--- config.mk ---
export PLATFORM = sky130hd
export DESIGN_NAME = cache_mem_arbiter
export DESIGN_NICKNAME = d
export VERILOG_FILES = /design/src/rtl/cache_pkg.sv /design/src/rtl/cpu_types_pkg.sv /design/src/rtl/arb_starve_ctr.sv /design/src/rtl/cache_mem_arbiter.sv
export SDC_FILE = /design/constraint.sdc
export NUM_CORES = 1
export LEC_CHECK = 0
export CORE_AREA = 2 2 103 105
export CTS_CLUSTER_SIZE = 8
export DETAILED_ROUTE_END_ITERATION = 10
export DIE_AREA = 0 0 105 107
export HOLD_SLACK_MARGIN = 0.03
export PLACE_DENSITY = 0.62
export RECOVER_POWER = 50
export SKIP_LAST_GASP = 1
export SYNTH_ARGS = -nofsm -noshare
export SYNTH_HDL_FRONTEND = slang
export SYNTH_SLANG_ARGS = --single-unit
--- constraint.sdc ---
create_clock -name CLK -period 2.8 [get_ports CLK]
set_input_delay 0.7 -clock CLK [delete_from_list [all_inputs] [get_ports CLK]]
set_output_delay 0.7 -clock CLK [all_outputs]
set_load 0.02 [all_outputs]
--- src/rtl/cache_pkg.sv ---
// Cache-side types shared by the caches and the memory arbiter.
package cache_pkg;

    typedef enum logic [1:0] {
        ARB_IDLE = 2'd0,
        ARB_DGNT = 2'd1,
        ARB_IGNT = 2'd2
    } arb_state_t;

    localparam int unsigned STARVE_CTR_W = 3;

endpackage

--- src/rtl/cpu_types_pkg.sv ---
// Shared CPU-side types: RAM word and RAM handshake status.
package cpu_types_pkg;

    typedef logic [31:0] word_t;

    typedef enum logic [1:0] {
        FREE   = 2'd0,
        BUSY   = 2'd1,
        ACCESS = 2'd2,
        ERROR  = 2'd3
    } ramstate_t;

endpackage

--- src/rtl/arb_starve_ctr.sv ---
// Saturating count of dcache completions since the last icache completion; flags icache starvation.
module arb_starve_ctr
    import cache_pkg::*;
#(
    parameter int unsigned STARVE_LIMIT = 4
) (
    input  logic clk_i,
    input  logic rst_ni,
    input  logic d_done_i,
    input  logic i_done_i,
    output logic starved_o
);

    logic [STARVE_CTR_W-1:0] count_q, count_d;

    always_comb begin
        count_d = count_q;
        if (i_done_i) begin
            count_d = '0;
        end else if (d_done_i && (count_q != '1)) begin
            count_d = count_q + 1'b1;
        end
    end

    always_ff @(posedge clk_i or negedge rst_ni) begin
        if (!rst_ni) begin
            count_q <= '0;
        end else begin
            count_q <= count_d;
        end
    end

    assign starved_o = (32'(count_q) >= STARVE_LIMIT);

endmodule

--- src/rtl/cache_mem_arbiter.sv ---
// Shares the single RAM port between icache and dcache, dcache first.
// Define ARB_FAIR_EN to let a starved icache win after STARVE_LIMIT dcache completions.
module cache_mem_arbiter
    import cpu_types_pkg::*;
    import cache_pkg::*;
#(
    parameter int unsigned STARVE_LIMIT = 4
) (
    input  logic      CLK,
    input  logic      nRST,
    input  logic      iREN,
    input  word_t     iaddr,
    input  logic      dREN,
    input  logic      dWEN,
    input  word_t     daddr,
    input  word_t     dstore,
    input  ramstate_t ramstate,
    input  word_t     ramload,
    output logic      iwait,
    output word_t     iload,
    output logic      dwait,
    output word_t     dload,
    output logic      ramREN,
    output logic      ramWEN,
    output word_t     ramaddr,
    output word_t     ramstore,
    output logic      ram_err
);

    arb_state_t state;
    logic       d_req;
    logic       d_done;
    logic       i_done;
    logic       starved;

    assign d_req  = dREN | dWEN;
    assign d_done = (state == ARB_DGNT) && (ramstate == ACCESS);
    assign i_done = (state == ARB_IGNT) && (ramstate == ACCESS);

`ifdef ARB_FAIR_EN
    arb_starve_ctr #(
        .STARVE_LIMIT(STARVE_LIMIT)
    ) u_starve_ctr (
        .clk_i    (CLK),
        .rst_ni   (nRST),
        .d_done_i (d_done),
        .i_done_i (i_done),
        .starved_o(starved)
    );
`else
    // Strict priority: the limit is kept only so both builds share one parameter list.
    assign starved = 1'b0 & (STARVE_LIMIT == 0);
`endif

    always_ff @(posedge CLK or negedge nRST) begin
        if (!nRST) begin
            state   <= ARB_IDLE;
            ram_err <= 1'b0;
        end else begin
            if (ramstate == ERROR) begin
                ram_err <= 1'b1;
            end
            case (state)
                ARB_IDLE: begin
                    if (starved && iREN) begin
                        state <= ARB_IGNT;
                    end else if (d_req) begin
                        state <= ARB_DGNT;
                    end else if (iREN) begin
                        state <= ARB_IGNT;
                    end
                end
                // A dropped request abandons the grant; ERROR holds like BUSY.
                ARB_DGNT: if ((ramstate == ACCESS) || !d_req) state <= ARB_IDLE;
                ARB_IGNT: if ((ramstate == ACCESS) || !iREN)  state <= ARB_IDLE;
                default:  state <= ARB_IDLE;
            endcase
        end
    end

    always_comb begin
        ramREN   = 1'b0;
        ramWEN   = 1'b0;
        ramaddr  = '0;
        ramstore = '0;
        case (state)
            ARB_DGNT: begin
                ramaddr  = daddr;
                ramWEN   = dWEN;
                ramREN   = dREN & ~dWEN;
                ramstore = dstore;
            end
            ARB_IGNT: begin
                ramaddr = iaddr;
                ramREN  = 1'b1;
            end
            default: ;
        endcase
    end

    assign dwait = ~d_done;
    assign iwait = ~i_done;
    assign dload = ramload;
    assign iload = ramload;

endmodule

==> impl_metrics.tcl <==
set metrics [dict create \
    maxSlewViolCount 0 \
    synth_area_leaders "buf_4 (35%), a22oi_1 (17%), and2_1 (14%)" \
    routed_wl_um 6020 \
    outcome "completed" \
    syn-cell-area_sq_um 1430 \
    critPathBufInv 3 \
    synth_cell_types 20 \
    rsz0062_at_grt "yes" \
    netlist_instances 199 \
    worst_path_most_repeated_cell "clkdlybuf4s50_1" \
    grt_pass1_wl_um 8910 \
    yosys.area.top_type "buf_4" \
    crit_path_end_kind "output pin" \
    track_usage_pct 9.69 \
    dp_slack_ns -0.0165 \
    final_common_cell "clkdlybuf4s50_1" \
    grt_overflow_total 0 \
    cp_slowest_cell "clkdlybuf4s50_1" \
    gp_congestion 0.770 \
    dr.pass1.iters 5 \
    critPathTopFamily "buffers and inverters" \
    std_cell_rows 37 \
    slowest_delay_ns 0.60 \
    dieArea_sq_um 11200 \
    clock_sinks 3 \
    worst_setup_path_start_kind "primary input" \
    required_ns 2.10 \
    port_buffers 171 \
    h-tree-depth 1 \
    antenna_found_initial 0 \
    setup-violations-final 0 \
    clk_pin_slew_ns 0.03 \
    cts_tree "yes" \
    ys_ff_latch 3 \
    insertion_delay_ns 0.21 \
    slew-limit-headroom_pct 74.3 \
    period_minus_slack_ns 2.70 \
    drt_iter0_drc 67 \
    cts_buffers 3 \
    yosysWarnings 0 \
    ant_nets 0 \
    p_leak_nw 1.33 \
    core_area_sq_um 10100 \
    drive_gt1_share_pct 5.57 \
    hold_viol 0 \
    cts_hold_buf 0 \
    drv_cap 0 \
    clock-root-buffer "clkbuf_8" \
    final_cell_mix "clkdlybuf4s50_1 (151), and2_1 (33), a22oi_1 (32), nor2b_1 (32), dlymetal6s2s_1 (18)" \
    num_vias 1663 \
    nets 445 \
    initial_core_util_pct 14.2 \
    synth_top_area_share_pct 35.1 \
    finClkSkew_ns 0.000795 \
    synth_seq_area_share_pct 5.24 \
    avgViaCountPerCell 3.77 \
    critPathMaxFanout 4 \
    grt_pass1_vias 1720 \
    synth_nets 338 \
    critPathArrivalTime_ns 2.00 \
    route.detailed.wl_per_inst_um 13.7 \
    fmax_mhz 370 \
    area_growth_pct 106 \
    io_pins 268 \
    ir_drop_uv 376 \
    fillerInstances 1117 \
    hold_path.class "reg2reg" \
    diodes 0 \
    worst_pin_slew_ns 0.384 \
    worst_hold_slack_ns 0.456 \
    clockBufferDepth 2 \
    grt_max_degree 47 \
    crit_chain "clkdlybuf4s50_1 -> buf_4 -> and2_1 -> clkdlybuf4s50_1" \
    path_class "in2out" \
    fin_crit_sh_pct 96.6 \
    drc 0 \
    postSynthAreaPerCell_sq_um 7.19 \
    powerDensity_nw_per_um2 735 \
    chipHeight_um 107 \
    chipWidth_um 105 \
    timing.final.ws_setup_ns 0.0958 \
    dpl.hpwl_um 4910 \
]
[cell type report]
| cell class | count | area, sq um | share of cell area, % |
|---|---|---|---|
| timing repair buffer | 180 | 1850 | 62.8 |
| multi-input combinational | 115 | 795 | 27.0 |
| tap | 136 | 170 | 5.77 |
| clock buffer | 4 | 45.0 | 1.53 |
| inverter | 3 | 11.3 | 0.382 |
| sequential | 3 | 75.1 | 2.55 |
[cells in the mapped netlist]
| cell type | instances |
|---|---|
| nor2b_2 | 1 |
| o21ai_0 | 1 |
| clkbuf_1 | 4 |
| inv_1 | 3 |
| o22a_1 | 1 |
| and2_1 | 33 |
| nand2_1 | 3 |
| dfrtp_1 | 3 |
| o22ai_1 | 1 |
| buf_4 | 67 |
| a21o_1 | 1 |
| o21a_1 | 1 |
| and3b_2 | 1 |
| ha_1 | 4 |
| a21oi_2 | 2 |
| nor2b_1 | 32 |
| o21ai_1 | 1 |
| buf_2 | 7 |
| nor3b_1 | 1 |
| a22oi_1 | 32 |
[worst paths after layout]
kind / start / cells past startpoint / to / slack (ns)
min in group asynchronous: nRST / 1 / ram_err$_DFFE_PN0N_ / 0.75
max reg2reg: state[0]$_DFFE_PN0P_ / 7 / state[1]$_DFFE_PN0P_ / 1.31
min: ram_err$_DFFE_PN0N_ / 1 / ram_err$_DFFE_PN0N_ / 0.46
min reg2reg: ram_err$_DFFE_PN0N_ / 1 / ram_err$_DFFE_PN0N_ / 0.46
max in group asynchronous: nRST / 1 / state[0]$_DFFE_PN0P_ / 1.90
max: dWEN / 4 / ramWEN / 0.1
[flip-flops by register name, summed over array words and instances, names as in the netlist]
register	cells
ram_err	1
state	2
[through the flow]
stage	area, sq um	TNS [ns]	instances	total power, mW	util [%]
after floorplan	1430	0	199	1.28	-
after global placement	2860	-0.0169	437	2.06	28.3
after detailed placement	2860	-0.0165	437	2.08	28.3
after CTS	2900	0	441	2.21	28.7
after global routing	2950	-0.0269	441	2.33	29.2
final	2950	0	441	2.17	29.2
[power by group]
| group | switching [mW] | leakage [nW] | internal [mW] | total (mW) |
|---|---|---|---|---|
| Combinational | 0.975 | 1.27 | 1.00 | 1.98 |
| Clock | 0.0281 | 0.0228 | 0.0971 | 0.125 |
| Sequential | 0.0102 | 0.0341 | 0.0565 | 0.0668 |
| Total | 1.01 | 1.33 | 1.16 | 2.17 |
[cells by family after synthesis]
family                     after synthesis  synth area share (%)
buffers and inverters                   81                  39.4
and+or+nand+nor                         71                  31.0
AOI/OAI and AO/OA                       40                  20.8
adders and majority gates                4                  3.50
DFF                                      3                  5.24
[timing repair]
action,4_1_cts,5_1_grt
hold endpoints to repair,0,0
pin swaps,0,0
buffers inserted,0,0
endpoints found under the setup margin,1,23
resized for setup,1,19
[per-layer routing]
layer	routed length (um)	share of wire (%)	GRT usage [%]
met3	530	8.8	2.80
met2	3190	53	18.8
met5	0	0	0
met1	2200	37	10.1
met4	104	1.7	2.76
Power figures use the tool's default switching activity.
